`src/rtl/dbg_pkg.sv`:
```
// -----------------------------------------------------------------------------
// dbg_pkg
//
// Shared definitions for the debug UART path (memory dump engine and the
// byte-to-UART formatter).
//   - dump_state_t : state encoding of the instruction-memory dump engine
//   - CH_*         : ASCII control/separator characters used in dump lines
//   - LINE_LEN     : characters per dumped word ("AAAAAAAA:DDDDDDDD\r\n")
//   - *_IDX        : character positions inside one line
//   - nibble_of()  : picks hex digit 'pos' of a word, MSB nibble first
// -----------------------------------------------------------------------------
package dbg_pkg;

  typedef enum logic [2:0] {
    S_IDLE  = 3'd0,
    S_FETCH = 3'd1,
    S_LATCH = 3'd2,
    S_SEND  = 3'd3,
    S_GAP   = 3'd4,
    S_WAIT  = 3'd5,
    S_DONE  = 3'd6
  } dump_state_t;

  localparam logic [7:0] CH_COLON = 8'h3A;
  localparam logic [7:0] CH_CR    = 8'h0D;
  localparam logic [7:0] CH_LF    = 8'h0A;

  localparam int LINE_LEN = 19;

  // Character positions: 0..7 address digits, 8 colon, 9..16 data digits,
  // 17 CR, 18 LF.
  localparam logic [4:0] COLON_IDX = 5'd8;
  localparam logic [4:0] CR_IDX    = 5'd17;
  localparam logic [4:0] LAST_IDX  = 5'(LINE_LEN - 1);

  // pos 0 selects bits [31:28], pos 7 selects bits [3:0]; (7-pos)*4 is the
  // bit-inverted pos followed by two zero bits.
  function automatic logic [3:0] nibble_of(input logic [31:0] w,
                                           input logic [2:0]  pos);
    return w[{~pos, 2'b00} +: 4];
  endfunction

endpackage

```
`src/rtl/hexchar.sv`:
```
// -----------------------------------------------------------------------------
// hexchar
//
// Combinational 4-bit nibble to uppercase ASCII hex digit.
//   nibble : value 0..15
//   ascii  : '0'..'9' (0x30..0x39) or 'A'..'F' (0x41..0x46)
// Shared by the dump engine and the byte-to-UART formatter.
// -----------------------------------------------------------------------------
module hexchar (
  input  logic [3:0] nibble,
  output logic [7:0] ascii
);

  always_comb begin
    if (nibble < 4'd10) begin
      ascii = 8'h30 + {4'h0, nibble};
    end else begin
      // 'A' (0x41) minus 10 gives the base for the letter digits.
      ascii = 8'h37 + {4'h0, nibble};
    end
  end

endmodule

```
`src/rtl/imem_dump_uart.sv`:
```
// -----------------------------------------------------------------------------
// imem_dump_uart
//
// Debug read-back engine for instruction memory. On trig it reads 'count'
// consecutive words starting at 'startaddr' and sends each one to the debug
// UART transmitter as the ASCII line "AAAAAAAA:DDDDDDDD\r\n". While a dump is
// running 'busy' is high; it is ORed into the debug clock suppression so the
// core stays frozen.
//
// Ports:
//   clk       : CPU clock
//   n_rst     : asynchronous active-low reset
//   trig      : start pulse, only honoured in IDLE
//   startaddr : byte address of the first word (bits [1:0] ignored)
//   count     : number of words to dump (0 gives an immediate done)
//   abort     : cancel the dump at once, no done pulse
//   r_en      : memory read enable (one cycle per word)
//   r_addr    : memory read byte address (the address register)
//   r_data    : memory read data, valid the cycle after r_en
//   charout   : character presented to the UART transmitter
//   uarttxen  : one-cycle character strobe
//   uartbusy  : UART transmitter busy, rises the cycle after uarttxen
//   busy      : dump in progress
//   done      : one-cycle pulse on normal completion
// -----------------------------------------------------------------------------
module imem_dump_uart
  import dbg_pkg::*;
#(
  parameter int CNTW = 16
) (
  input  logic            clk,
  input  logic            n_rst,
  input  logic            trig,
  input  logic [31:0]     startaddr,
  input  logic [CNTW-1:0] count,
  input  logic            abort,
  output logic            r_en,
  output logic [31:0]     r_addr,
  input  logic [31:0]     r_data,
  output logic [7:0]      charout,
  output logic            uarttxen,
  input  logic            uartbusy,
  output logic            busy,
  output logic            done
);

  // ---------------------------------------------------------------------------
  // State and datapath registers
  // ---------------------------------------------------------------------------
  dump_state_t     state_q, state_d;
  logic [31:0]     addr_q,  addr_d;
  logic [31:0]     word_q,  word_d;
  logic [4:0]      idx_q,   idx_d;
  logic [CNTW-1:0] rem_q,   rem_d;

  // Next-cycle values of the registered outputs.
  logic            txen_d;
  logic [7:0]      char_d;

  // Character generation
  logic [3:0]      addr_nib;
  logic [3:0]      word_nib;
  logic [7:0]      addr_hex;
  logic [7:0]      word_hex;

  assign r_addr = addr_q;

  // ---------------------------------------------------------------------------
  // Next-state logic
  // ---------------------------------------------------------------------------
  always_comb begin
    // NOTE: every variable gets a default before the case so that no path
    // leaves it unassigned; otherwise synthesis infers a latch.
    state_d = state_q;
    addr_d  = addr_q;
    word_d  = word_q;
    idx_d   = idx_q;
    rem_d   = rem_q;

    unique case (state_q)
      S_IDLE: begin
        if (trig && !abort) begin
          addr_d  = startaddr & 32'hFFFF_FFFC;
          rem_d   = count;
          idx_d   = '0;
          state_d = (count == '0) ? S_DONE : S_FETCH;
        end
      end

      S_FETCH: begin
        state_d = S_LATCH;
      end

      S_LATCH: begin
        word_d  = r_data;
        idx_d   = '0;
        state_d = S_SEND;
      end

      // The strobe for this character was decided on entry (see txen_d), so
      // leaving SEND is keyed on the strobe actually being out.
      S_SEND: begin
        if (uarttxen) begin
          state_d = S_GAP;
        end
      end

      // One dead cycle so that uartbusy has risen before WAIT looks at it.
      S_GAP: begin
        state_d = S_WAIT;
      end

      S_WAIT: begin
        if (!uartbusy) begin
          if (idx_q < LAST_IDX) begin
            idx_d   = idx_q + 5'd1;
            state_d = S_SEND;
          end else if (rem_q > CNTW'(1)) begin
            addr_d  = addr_q + 32'd4;  // wraps modulo 2^32
            rem_d   = rem_q - CNTW'(1);
            state_d = S_FETCH;
          end else begin
            state_d = S_DONE;
          end
        end
      end

      S_DONE: begin
        state_d = S_IDLE;
      end

      default: begin
        state_d = S_IDLE;
      end
    endcase

    // Abort overrides every transition, including a trig seen in IDLE.
    if (abort) begin
      state_d = S_IDLE;
    end
  end

  // ---------------------------------------------------------------------------
  // Character mux, evaluated on the next-cycle index/address/word so the
  // character is registered together with its strobe. On the LATCH->SEND
  // step this makes the freshly read word visible to the mux one cycle early.
  // ---------------------------------------------------------------------------
  assign addr_nib = nibble_of(addr_d, idx_d[2:0]);
  // Data digits occupy idx 9..16; their low three bits minus one give 0..7.
  assign word_nib = nibble_of(word_d, idx_d[2:0] - 3'd1);

  hexchar u_addr_hex (
    .nibble (addr_nib),
    .ascii  (addr_hex)
  );

  hexchar u_word_hex (
    .nibble (word_nib),
    .ascii  (word_hex)
  );

  always_comb begin
    char_d = 8'h00;
    if (idx_d < COLON_IDX) begin
      char_d = addr_hex;
    end else if (idx_d == COLON_IDX) begin
      char_d = CH_COLON;
    end else if (idx_d < CR_IDX) begin
      char_d = word_hex;
    end else if (idx_d == CR_IDX) begin
      char_d = CH_CR;
    end else begin
      char_d = CH_LF;
    end
  end

  // A strobe is issued in the first SEND cycle whose preceding cycle saw the
  // UART idle. uartbusy only rises after our own strobe, so an idle UART one
  // cycle earlier is still idle when the strobe appears.
  assign txen_d = (state_d == S_SEND) && !uartbusy;

  // ---------------------------------------------------------------------------
  // Registers
  // ---------------------------------------------------------------------------
  always_ff @(posedge clk or negedge n_rst) begin
    if (!n_rst) begin
      state_q  <= S_IDLE;
      addr_q   <= '0;
      // NOTE: word/idx/rem are plain flops, not a memory array, so they are
      // cheap to reset and a dump never starts from stale contents.
      word_q   <= '0;
      idx_q    <= '0;
      rem_q    <= '0;
      r_en     <= 1'b0;
      charout  <= 8'h00;
      uarttxen <= 1'b0;
      busy     <= 1'b0;
      done     <= 1'b0;
    end else begin
      // NOTE: non-blocking assignments so every flop samples the values from
      // before this edge, regardless of statement order.
      state_q  <= state_d;
      addr_q   <= addr_d;
      word_q   <= word_d;
      idx_q    <= idx_d;
      rem_q    <= rem_d;
      r_en     <= (state_d == S_FETCH);
      uarttxen <= txen_d;
      // charout holds its value between strobes.
      if (txen_d) begin
        charout <= char_d;
      end
      // busy is already low in the DONE cycle, alongside the done pulse.
      busy     <= !(state_d inside {S_IDLE, S_DONE});
      done     <= (state_d == S_DONE);
    end
  end

endmodule

```
`config.mk`:
```
export PLATFORM = sky130hd
export DESIGN_NAME = imem_dump_uart
export DESIGN_NICKNAME = d
export VERILOG_FILES = /design/src/rtl/dbg_pkg.sv /design/src/rtl/hexchar.sv /design/src/rtl/imem_dump_uart.sv
export SDC_FILE = /design/constraint.sdc
export NUM_CORES = 1
export LEC_CHECK = 0
export BUFFER_PORTS_ARGS = -buffer_cell sky130_fd_sc_hd__buf_2
export CAP_MARGIN = 0
export CORE_MARGIN = 5
export CORE_UTILIZATION = 50
export CTS_CLUSTER_SIZE = 30
export DETAILED_ROUTE_END_ITERATION = 10
export PLACE_DENSITY = 0.71
export SYNTH_ARGS = -nofsm -noshare
export SYNTH_HDL_FRONTEND = slang
export SYNTH_HIERARCHICAL = 1
export SYNTH_SLANG_ARGS = --single-unit
```
`constraint.sdc`:
```
create_clock -name clk -period 9 [get_ports clk]
set_clock_uncertainty 0.05 [all_clocks]
set_input_delay 0 -clock clk [delete_from_list [all_inputs] [get_ports clk]]
set_output_delay 0 -clock clk [all_outputs]
set_load 0.02 [all_outputs]
```
Yosys cells after proc, flatten, opt, wreduce, memory -nomap -nowiden
Index checks and enable logic that the tools add are counted.
- register bits after elaboration: 100
- output and inout bits: 44
- word-level logic and storage cells: 82
- add/sub/neg operators: 8
- $lt $le $gt $ge: 6
- equality and inequality tests: 14
- shift operators: 2
- muxes and demuxes: 29
- bitwise gates (word level): 2
- reduce and logical (&&, ||, !) cells: 11
- operators by type and width (kind ; number):
    $mux 32 ; 5
    $mux 16 ; 4
    $pmux 32 s2 ; 1
    $shiftx 32x6->4 ; 2
    $mux 8 ; 5
    $add 32x3->32 const B ; 1
    $pmux 16 s2 ; 1
    $add 6x4->7 const A ; 4
    $mux 3 ; 8
    $pmux 3 s6 ; 1
    $gt 16x1->1 const B ; 1
    $logic_not 16->1 ; 1
    $sub 16x1->16 const B ; 1
    $mux 5 ; 3
    $pmux 5 s3 ; 1
    $lt 5x5->1 const B ; 2
    $eq 3x2->1 const B ; 3
    $eq 3x3->1 const B ; 3
    $lt 4x4->1 const B ; 2
    $ne 2x2->1 const B ; 4
    $eq 3x1->1 const B ; 2
    $logic_not 3->1 ; 2
    $not 3->3 ; 2
    $add 5x1->5 const B ; 1
    8 further kinds ; 12

Longest topological paths before layout
Gate-level depths: netlist of the first run.
- depth after elaboration: 12
- depth in mapped cells: 19

Hierarchy
The synthesis of the first run kept the hierarchy.
- by module, submodules not included (module ; instances ; cells each ; area an instance (um^2) ; sequential area each (um^2)):
    imem_dump_uart ; 1 ; 660 ; 6065.8 ; 2502.4
    hexchar ; 2 ; 16 ; 105.1 ; 0.0

Least setup slack after synthesis of the first run
Ideal clock, no wire load.
- kind: reg2reg
- from: register idx_q[3]
- to: register charout[2]
- library setup time: 0.127 ns
- arrival: 3.904 ns
- data required time: 8.823 ns
- setup slack: 4.919 ns
- cell stages (with the launch flop): 20
- path through: dfrtp_1 > o31a_1 > clkbuf_1 > o21ai_0 > o21ai_0 > a21o_1 > inv_1 > buf_1 > ha_1 > xnor2_1 > buf_4 > mux2i_1 > mux2i_1 > mux2_2 > inv_1 > ha_1 > nand2_2 > mux2_1 > nand2_1 > a31oi_1
- longest elaborated chain between the ends: 12
- elaborated cells on any way between the ends: 36
- classes of those cells: 6 x add/sub; 5 x order compare; 3 x eq/ne; 2 x shift; 17 x mux; 2 x bitwise; 1 x reduce/logical
- RTL lines (element ; line ; RTL):
    start, declared ; imem_dump_uart.sv:53 ; logic [4:0] idx_q, idx_d;
    start signal, assigned ; imem_dump_uart.sv:205 ; idx_q <= idx_d;
    $lt 5x5->1 (*) ; imem_dump_uart.sv:115 ; if (idx_q < LAST_IDX) begin
    $mux 5 (*) ; imem_dump_uart.sv:115 ;
    $mux 5 (*) ; imem_dump_uart.sv:114 ; if (!uartbusy) begin
    $pmux 5 s3 (*) ; imem_dump_uart.sv:80 ; unique case (state_q)
    $sub 3x1->3 (*) ; imem_dump_uart.sv:150 ; assign word_nib = nibble_of(word_d, idx_d[2:0] - 3'd1);
    $not 3->3 (*) ; dbg_pkg.sv:40 ; return w[{~pos, 2'b00} +: 4];
    $shiftx 32x6->4 (*) ; dbg_pkg.sv:40 ;
    named net word_nib[0] ; imem_dump_uart.sv:62 ; logic [3:0] word_nib;
    $add 6x4->7, or another cell as far along ; hexchar.sv:19 ; ascii = 8'h37 + {4'h0, nibble};
    $mux 8 (*) ; hexchar.sv:15 ; if (nibble < 4'd10) begin
    named net word_hex[2] ; imem_dump_uart.sv:64 ; logic [7:0] word_hex;
    $mux 8 (*) ; imem_dump_uart.sv:168 ; end else if (idx_d < CR_IDX) begin
    $mux 8 (*) ; imem_dump_uart.sv:166 ; end else if (idx_d == COLON_IDX) begin
    $mux 8 (*) ; imem_dump_uart.sv:164 ; if (idx_d < COLON_IDX) begin
    end signal, assigned ; imem_dump_uart.sv:211 ; charout <= char_d;
    end, declared ; imem_dump_uart.sv:40 ; output logic [7:0] charout,
Mark *: on every way through the listed nets, which the timed path passes. The rest lies on a longest branch.
A chain may end at the register's enable or synchronous reset.

Worst setup path after layout of the first run
- from: register state_q[2]
- to: register charout[2]
- longest elaborated chain between the ends: 10
- elaborated cells on any way between the ends: 37
- classes of those cells: 5 x add/sub; 4 x order compare; 8 x eq/ne; 2 x shift; 14 x mux; 2 x bitwise; 2 x reduce/logical
- RTL lines (element ; line ; RTL):
    start, declared ; imem_dump_uart.sv:50 ; dump_state_t state_q, state_d;
    start signal, assigned ; imem_dump_uart.sv:202 ; state_q <= state_d;
    $eq 3x3->1, or another cell as far along ; imem_dump_uart.sv:80 ;
    $pmux 5 s3 ; imem_dump_uart.sv:80 ;
    $sub 3x1->3 ; imem_dump_uart.sv:150 ;
    $not 3->3 ; dbg_pkg.sv:40 ;
    $shiftx 32x6->4 (*) ; dbg_pkg.sv:40 ;
    named net word_nib[1] ; imem_dump_uart.sv:62 ;
    $add 6x4->7, or another cell as far along ; hexchar.sv:19 ;
    $mux 8 (*) ; hexchar.sv:15 ;
    named net word_hex[2] ; imem_dump_uart.sv:64 ;
    $mux 8 (*) ; imem_dump_uart.sv:168 ;
    $mux 8 (*) ; imem_dump_uart.sv:166 ;
    $mux 8 (*) ; imem_dump_uart.sv:164 ;
Marks and branches as above.

==> results.json, run 1 <==
{
  "status": "complete, no violations",
  "post-cts-setup-buffers": 0,
  "grt_pass1_vias": 6241,
  "synth_seq_area_share_pct": 39.9,
  "clk_pin_slew_ps": 70,
  "diodes": 0,
  "comb_power_share_pct": 34.4,
  "grt_use_total_pct": 26.4,
  "end_kind": "flop",
  "core_area_mm2": 0.0125,
  "cts_max_level": 3,
  "drt-total-wl_mm": 19.5,
  "yosysUniqueCellTypes": 77,
  "critical_path_arrival_ps": 5150,
  "crit_path_start_kind": "flop",
  "postSynthAreaPerCell_um2": 9.07,
  "num-fill-cells": 1029,
  "synth_edf_count": 0,
  "tns_ps": 0,
  "nets": 972,
  "synth_cells": 692,
  "drc": 0,
  "finalNonFillerCells": 1055,
  "swShare_pct": 37.3,
  "power.leakage_nw": 3.73,
  "yosysWarnings": 6,
  "path_max_fanout": 39,
  "rsz0062_at_grt": "no",
  "gp_congestion": 0.949,
  "clock_sinks": 100,
  "crit_family": "multiplexers",
  "finalCriticalPeriod_ps": 4970,
  "power.density_mw_per_mm2": 200,
  "layout_common_cells": "buf_2 (125), dfrtp_1 (100), dlygate4sd3_1 (78)",
  "cts_root_buf": "clkbuf_16",
  "grt.overflow.total": 0,
  "seq_power_share_pct": 42.1,
  "setup_violations": 0,
  "cts-buffers-inserted": 9,
  "design_area_mm2": 0.00809,
  "grt_first_pass_wirelength_mm": 31.2,
  "antenna_found_initial": 0,
  "post-route-util_pct": 64.9,
  "die_area_mm2": 0.0149,
  "p_sw_mw": 0.602,
  "floorplan.initialDensity_pct": 50.3,
  "tightest_slew_ps": 824,
  "ys_ff_latch": 100,
  "dpl.hpwl_mm": 13.4,
  "crit_buf_inv": 3,
  "viasPerCell": 5.96,
  "hold_viol": 0,
  "required_ps": 9190,
  "p_int_mw": 1.01,
  "dp_cells": 961,
  "io_pins": 129,
  "timing.fmax_mhz": 201,
  "fin_crit_sh_pct": 55.2,
  "die_y_um": 122,
  "dieWidth_um": 122,
  "finalMaxSlewViolations": 0,
  "dp_slack_ps": 4100,
  "synthArstFlopShare_pct": 100,
  "port_buffers": 126,
  "syn_area_mm2": 0.00628,
  "ant_nets": 0,
  "final_common_cell": "buf_2",
  "grt_max_degree": 65,
  "dpl-instance-area_mm2": 0.00703,
  "max_cap_viol_count": 0,
  "clockBufferDepth": 2,
  "first_iter_violations": 614,
  "vdd_drop_max_uv": 194,
  "layout-drive-gt1-share_pct": 23.6,
  "cts_tree": "yes",
  "num_vias": 6287,
  "synth_nets": 786,
  "wl_per_cell_um": 18.5,
  "rows": 41,
  "clk_latency_ps": 360,
  "critPathSlowestCell": "dfrtp_1",
  "dr.pass1.iters": 6,
  "setup_ws_ps": 4030,
  "p_clk_share_pct": 23.6,
  "hold_class": "input port to flop",
  "path_cells": "and3b_1 -> buf_4 -> o21ai_0 -> o21ai_0 -> a21o_1 -> inv_1 -> ha_1 -> xnor2_1 -> mux2i_1 -> mux2i_1 -> mux2_2 -> inv_1 -> ha_1 -> nand2_2 -> mux2_1 -> nand2_1 -> a31oi_1",
  "critPathMaxStageDelay_ps": 580,
  "synth_ff_type": "dfrtp_1",
  "area_growth_pct": 28.9,
  "path_class": "flop to flop",
  "relSlewSlack_pct": 44.4
}
==> metrics by stage <==
step | hold slack [ps] | power [mW]
floorplan | -346 | 1.02
global placement | -43.3 | 1.18
detailed placement | -35.5 | 1.21
CTS | 18.7 | 1.61
global route | 44.7 | 1.71
finish | 17.2 | 1.62
==> power by group through the flow <==
stage | Sequential (mW) | Clock [mW] | Combinational (mW)
floorplan | 0.720 | 0 | 0.299
global route | 0.698 | 0.408 | 0.606
detailed placement | 0.684 | 0 | 0.521
CTS | 0.675 | 0.385 | 0.549
global placement | 0.676 | 0 | 0.503
finish | 0.680 | 0.381 | 0.556
==> worst reg2reg max path, cell delays in order, from the launching register on <==
cell	delay, ps
dfrtp_1	580
and3b_1	210
buf_4	380
o21ai_0	200
o21ai_0	160
a21o_1	490
inv_1	470
ha_1	370
xnor2_1	470
mux2i_1	250
mux2i_1	90
mux2_2	350
inv_1	80
ha_1	180
nand2_2	60
mux2_1	310
nand2_1	70
a31oi_1	70
==> repair_timing <==
| item | in CTS | in global routing |
|---|---|---|
| hold buffers | 78 | 0 |
| endpoints found under the hold margin | 122 | 0 |
| resized for setup | 0 | 0 |
==> registers in the layout (all words and copies together) (netlist names) <==
name,count
idx_q,5
word_q,32
r_addr,32
busy,1
charout,8
done,1
rem_q,16
uarttxen,1
r_en,1
state_q,3
==> logic make-up after synthesis <==
family / Yosys count / synth area share (%)
flops: 100 / 39.9
buf+inv: 61 / 4.05
xor+xnor: 8 / 1.12
simple gates: 256 / 21.1
mux: 69 / 11.8
fa+ha+maj: 9 / 1.79
compound gates: 187 / 20.2
other cells: 2 / 0.120
==> cells in the mapped netlist, drive strengths merged (14+ instances only) <==
master	count	area share, %
nand4	14	1.4
a22oi	14	1.7
a21oi	42	3.5
inv	22	1.3
nor2	52	3.1
o21ai	41	3.3
nor3	25	2.2
nand3	27	2.2
dfrtp	100	40
mux2i	28	4.5
a31oi	14	1.4
clkbuf	25	1.5
nand2	71	4.4
mux2	41	7.4
==> path summary, 6_finish.rpt <==
| check | cells past startpoint | endpoint | startpoint | slack [ps] |
|---|---|---|---|---|
| setup / recovery | 17 | charout[2] | state_q[2] | 4030 |
| max in group asynchronous | 3 | busy | n_rst | 7610 |
| hold reg to reg | 1 | word_q[22] | word_q[22] | 450 |
| min in group asynchronous | 2 | rem_q[0] | n_rst | 120 |
| setup reg to reg | 17 | charout[2] | state_q[2] | 4030 |
| hold / removal | 4 | rem_q[4] | count[4] | 20 |
==> metal layers <==
layer	track usage, %	routed length [um]	up-vias
li1	-	-	2952
met1	33.6	8030	3000
met2	44.8	9410	296
met3	5.62	1600	39
met4	8.61	444	0
met5	0	0	-
==> cell type report <==
class                   count  area (um2)  area share [%]
repair buffers            213        1480            18.3
flip-flops and latches    100        2500            30.9
inverters                  23        86.3            1.07
multi-input cells         531        3520            43.6
clock inverters             6        53.8           0.665
well taps                 172         215            2.66
clock buffers              10         229            2.83
No activity file was read; power rests on OpenSTA's default activity.
==> inputs of run 2 (changes only) <==
- ABC_AREA: default -> 1
- PLACE_DENSITY: 0.71 -> 0.73
- clock period: 9 -> 4.54 ns (I/O delays scaled with it)
==> results.json, run 2 <==
{
  "drc": 0,
  "reg2reg_depth": 21,
  "critical_path_arrival_ps": 4100,
  "synth_ff_type": "dfrtp_1",
  "timing.fmax_mhz": 260,
  "grt_first_pass_wirelength_mm": 32.4,
  "viasPerCell": 5.26,
  "post-cts-setup-buffers": 0,
  "dr.pass1.iters": 5,
  "clk_latency_ps": 360,
  "area_growth_pct": 28.2,
  "die_y_um": 125,
  "hold_path.startpoint": "uartbusy",
  "clk_pin_slew_ps": 70,
  "core_area_mm2": 0.0131,
  "wl_per_cell_um": 14.8,
  "power.density_mw_per_mm2": 401,
  "hold_viol": 0,
  "port_buffers": 126,
  "path_class": "flop to flop",
  "fin_crit_sh_pct": 84.8,
  "dpl.hpwl_mm": 13.6,
  "postCtsHoldBufs": 80,
  "synth.largest_area_cell": "dfrtp_1",
  "io_pins": 129,
  "synth_common_cells": "nand2_1 (192), inv_1 (131), dfrtp_1 (100), nor2_1 (89), nand3_1 (81)",
  "dieWidth_um": 125,
  "layout_common_cells": "nand2_1 (192), inv_1 (131), buf_2 (125)",
  "cts_tree": "yes",
  "reg2reg_from": "state_q[2]",
  "layout-drive-gt1-share_pct": 18.6,
  "grt_pass1_vias": 6742,
  "required_ps": 4790,
  "synth_top_cell_area_share_pct": 38.0,
  "grt_use_total_pct": 25.2,
  "rsz0062_at_grt": "no",
  "hold_depth": 4,
  "tightest_slew_ps": 781,
  "yosysUniqueCellTypes": 44,
  "power.leakage_nw": 4.32,
  "rows": 42,
  "clockBufferDepth": 2,
  "synth_seq_area_share_pct": 38.0,
  "synth_cells": 939,
  "tns_ps": 0,
  "reg2reg_slack_ps": 690,
  "crit_path_start_kind": "flop",
  "yosys.cell_count.top_type": "nand2_1",
  "synth_nets": 1033,
  "die_area_mm2": 0.0156,
  "setup_violations": 0,
  "yosysWarnings": 6,
  "num_vias": 6918,
  "postSynthAreaPerCell_um2": 7.01,
  "end_kind": "flop",
  "drt-total-wl_mm": 19.5,
  "r2r-end": "charout[1]",
  "synthArstFlopShare_pct": 100,
  "diodes": 0,
  "grt_max_degree": 56,
  "nets": 1229,
  "relSlewSlack_pct": 47.4,
  "max_cap_viol_count": 0,
  "floorplan.initialDensity_pct": 50.3,
  "path_max_fanout": 9,
  "first_iter_violations": 545,
  "cts_root_buf": "clkbuf_16",
  "synth.area.top_cells": "dfrtp_1 (38%), nand2_1 (11%), inv_1 (7.5%)",
  "grt.overflow.total": 0,
  "setup_ws_ps": 688,
  "hold_class": "input port to flop",
  "status": "complete, no violations",
  "clock_sinks": 100,
  "cts-buffers-inserted": 9,
  "hold_path_end": "idx_q[4]",
  "ant_nets": 0,
  "cts.repair.resized": 0,
  "finalMaxSlewViolations": 0,
  "final_common_cell": "nand2_1",
  "finalCriticalPeriod_ps": 3850,
  "num-fill-cells": 1111,
  "syn_area_mm2": 0.00658,
  "cts_max_level": 3,
  "synth_edf_count": 0,
  "vdd_drop_max_uv": 269,
  "ys_ff_latch": 100,
  "gp_congestion": 0.964,
  "dp_slack_ps": 769,
  "antenna_found_initial": 0
}
[run 2: changes by cell type in the layout (fill, tap and decap cells not counted), moves of 24 or more]
cell | previous run | this run
inv_1 | 21 | 131
mux2_2 | 39 | 0
nand2_1 | 68 | 192
nand3_1 | 27 | 81
nor2_1 | 52 | 88
o21ai_0 | 39 | 76
o21ai_1 | 2 | 26
[run 2: layout make-up]
cell class	instances	area (um2)	share of cell area (%)
clock inverters	5	42.5	0.504
clock buffers	11	253	3.00
multi-input cells	662	3370	40.0
repair buffers	213	1490	17.6
inverters	149	559	6.63
flip-flops and latches	100	2500	29.7
well taps	176	220	2.61
[run 2: worst max-delay path, stage by stage, from the launching register on]
cell and delay (ps):
dfrtp_1 440, nand3_2 270, nand2_2 160, o21ai_4 240, nand2_1 100, nand2_2 90, inv_1 110, ha_1 470
inv_1 210, a21oi_1 150, o21ai_1 100, o21ai_0 110, nor2_1 70, a31oi_1 330, inv_1 120, ha_1 280
nand3b_1 150, nand2_1 90, nand2_1 50, nand4_1 80, nand3_1 70, nand2_1 60
[run 2: layer usage]
layer	share of wire [%]	up-vias	global-route usage (%)
li1	-	3450	-
met5	0	-	0
met2	49	234	44.8
met4	2.7	0	8.90
met1	42	3185	30.3
met3	6.2	49	5.06
[run 2: how the worst max path moves through the flow]
stage / start / depth (start not counted) / endpoint / slack [ps]
after global placement: state_q[2] / 21 / charout[1] / 780
after detailed placement: state_q[2] / 21 / charout[1] / 770
after floorplan: state_q[0] / 25 / charout[1] / 1010
after global routing: state_q[2] / 21 / charout[0] / 350
after CTS: state_q[2] / 21 / charout[1] / 710
final: state_q[2] / 21 / charout[1] / 690
[run 2: cell families after synthesis]
| kind of cell | count (synthesis) | synth area share (%) |
|---|---|---|
| buf+inv | 177 | 10.8 |
| simple gates | 436 | 29.4 |
| mux | 16 | 2.43 |
| fa+ha+maj | 9 | 1.71 |
| compound gates | 189 | 16.2 |
| xor+xnor | 10 | 1.33 |
| flops | 100 | 38.0 |
| other cells | 2 | 0.114 |
[run 2: per-stage QoR]
stage	area (um2)	cells	power [mW]	hold WS (ps)	util [%]
2_1_floorplan	6580	939	2.17	-346	-
3_3_place_gp	7340	1220	2.51	52.4	56.1
3_5_place_dp	7340	1220	2.55	63.2	56.1
4_1_cts	8440	1316	3.38	60.9	64.5
5_1_grt	8440	1316	3.62	91.2	64.5
6_report	8440	1316	3.38	64.0	64.5
[run 2: power by group]
part           total (mW)  leakage [nW]  switching (mW)  internal (mW)
Clock               0.779         0.143           0.370          0.409
Sequential           1.34          1.24           0.179           1.16
Combinational        1.27          2.93           0.783          0.483
Total                3.38          4.32            1.33           2.05
==> inputs of run 3 (changes only) <==
- ABC_AREA: 1 -> 0
- PLACE_DENSITY: 0.73 -> 0.74
- clock period: 4.54 -> 3.1 ns (I/O delays scaled with it)
==> results.json, run 3 (same netlist as run 1, synthesis figures left out) <==
{
  "rows": 41,
  "grt_first_pass_wirelength_mm": 37.9,
  "final_common_cell": "buf_4",
  "end_kind": "flop",
  "dr.pass1.iters": 6,
  "seq_power_share_pct": 34.8,
  "comb_power_share_pct": 44.5,
  "cts_root_buf": "clkbuf_16",
  "power.leakage_nw": 4.68,
  "clockBufferDepth": 2,
  "vdd_drop_max_uv": 492,
  "grt_use_total_pct": 32.6,
  "path_class": "flop to flop",
  "swShare_pct": 38.0,
  "gp_congestion": 0.934,
  "dpl.hpwl_mm": 16.2,
  "path_cells": "o31a_1 -> or4_4 -> nand2_4 -> a21oi_4 -> buf_6 -> inv_2 -> xnor2_1 -> buf_4 -> mux2i_2 -> mux2i_1 -> mux2_4 -> buf_4 -> nor2b_1 -> o21ai_0 -> nand2b_1 -> a31oi_1",
  "critPathMaxStageDelay_ps": 560,
  "finalCriticalPeriod_ps": 3770,
  "clk_pin_slew_ps": 80,
  "viasPerCell": 5.97,
  "timing.fmax_mhz": 265,
  "p_int_mw": 3.37,
  "relSlewSlack_pct": 46.5,
  "die_area_mm2": 0.0149,
  "tightest_slew_ps": 803,
  "clock_sinks": 100,
  "grt_pass1_vias": 7372,
  "finalMaxSlewViolations": 0,
  "drt-total-wl_mm": 24.7,
  "cp_common_cell": "buf_4",
  "io_pins": 129,
  "core_area_mm2": 0.0125,
  "power.density_mw_per_mm2": 552,
  "cts_tree": "yes",
  "drc": 0,
  "wl_per_cell_um": 20.2,
  "port_buffers": 126,
  "grt.overflow.total": 0,
  "diodes": 0,
  "layout-drive-gt1-share_pct": 41.8,
  "num_vias": 7319,
  "p_clk_share_pct": 20.7,
  "die_y_um": 122,
  "path_max_fanout": 7,
  "violations": "setup timing",
  "antenna_found_initial": 0,
  "post-route-util_pct": 78.9,
  "grt_max_degree": 63,
  "hold_viol": 0,
  "clk_latency_ps": 360,
  "setup_ws_ps": -671,
  "max_cap_viol_count": 0,
  "status": "finished, violations left",
  "first_iter_violations": 724,
  "p_sw_mw": 2.07,
  "crit_path_start_kind": "flop",
  "setup_violations": 7,
  "dieWidth_um": 122,
  "ant_nets": 0,
  "dp_slack_ps": -624,
  "crit_family": "simple AND/OR/NAND/NOR gates",
  "fin_crit_sh_pct": 122,
  "crit_buf_inv": 4,
  "cts-buffers-inserted": 9,
  "cts_max_level": 3,
  "layout_common_cells": "buf_4 (172), buf_2 (126), dfrtp_1 (100)",
  "critical_path_arrival_ps": 3960,
  "hold_class": "input port to flop",
  "nets": 1143,
  "floorplan.initialDensity_pct": 50.3,
  "critPathSlowestCell": "or4_4",
  "required_ps": 3290,
  "area_growth_pct": 56.8,
  "rsz0062_at_grt": "yes"
}
run 3: cell count changes in the layout (fill, tap and decap cells not counted), sizes merged, moves of 12 or more:
cell,change
or2,-15
nor3,+12
buf,+178
nand2,-134
o21ai,-64
inv,-127
mux2,+41
nand3,-56
nor2,-45
mux2i,+12
run 3: power groups by stage:
stage               Combinational, mW  Sequential [mW]  Clock [mW]
global route                     2.57             1.92        1.19
floorplan                       0.881             2.09           0
detailed placement               2.03             1.88           0
CTS                              2.19             1.86        1.14
global placement                 1.97             1.86           0
finish                           2.42             1.89        1.12
run 3: final cells by class:
class	count	area, um2
tap	172	215
timing repair buffer	384	2830
multi-input combinational	531	3910
inverter	23	86.3
clock buffer	9	225
sequential	100	2500
fill	797	2630
clock inverter	7	68.8
run 3: layer usage:
metal  vias to the layer above  global-route usage, %  wire [um]  part of all wire, %
met4                         0                   13.0       1060                  4.3
li1                       3294                      -          -                    -
met1                      3484                   39.5       9350                   38
met2                       436                   56.3      12300                   50
met3                       105                   7.10       1990                  8.0
met5                         -                      0          0                    0
run 3: path summary, 6_finish.rpt:
path,slack [ps],to,depth (start not counted),start
setup / recovery,-670,charout[4],16,idx_q[1]
hold / removal,2,rem_q[9],3,count[9]
setup reg to reg,-670,charout[4],16,idx_q[1]
hold reg to reg,460,word_q[14],1,word_q[14]
max in group asynchronous,2090,r_addr[1],3,n_rst
min in group asynchronous,210,rem_q[6],2,n_rst
run 3: per-stage QoR:
stage	setup TNS, ps	instance area, um2	total power [mW]	std cells	hold slack (ps)
global route	-4370	9840	5.68	1226	18.9
global placement	-3000	8260	3.83	1111	73.0
CTS	-2890	9560	5.19	1212	5.93
finish	-3840	9840	5.44	1226	1.78
floorplan	-2940	6340	2.97	692	-346
detailed placement	-3680	8260	3.91	1111	84.7
run 3: what timing repair did:
| item | 4_1_cts | 5_1_grt |
|---|---|---|
| hold endpoints to repair | 133 | 0 |
| cloned | 0 | 1 |
| hold buffers | 73 | 0 |
| pin swaps | 19 | 20 |
| resized for setup | 38 | 46 |
| setup buffers | 12 | 14 |
| setup endpoints to repair | 7 | 8 |
run 3: worst register-to-register path, stage by stage, from the launching register on:
cell      delay [ps]
dfrtp_1          400
o31a_1           340
or4_4            560
nand2_4           90
a21oi_4           50
buf_6            160
inv_2             60
xnor2_1          110
buf_4            180
mux2i_2          270
mux2i_1          140
mux2_4           320
buf_4            170
nor2b_1          150
o21ai_0          180
nand2b_1         100
a31oi_1          320
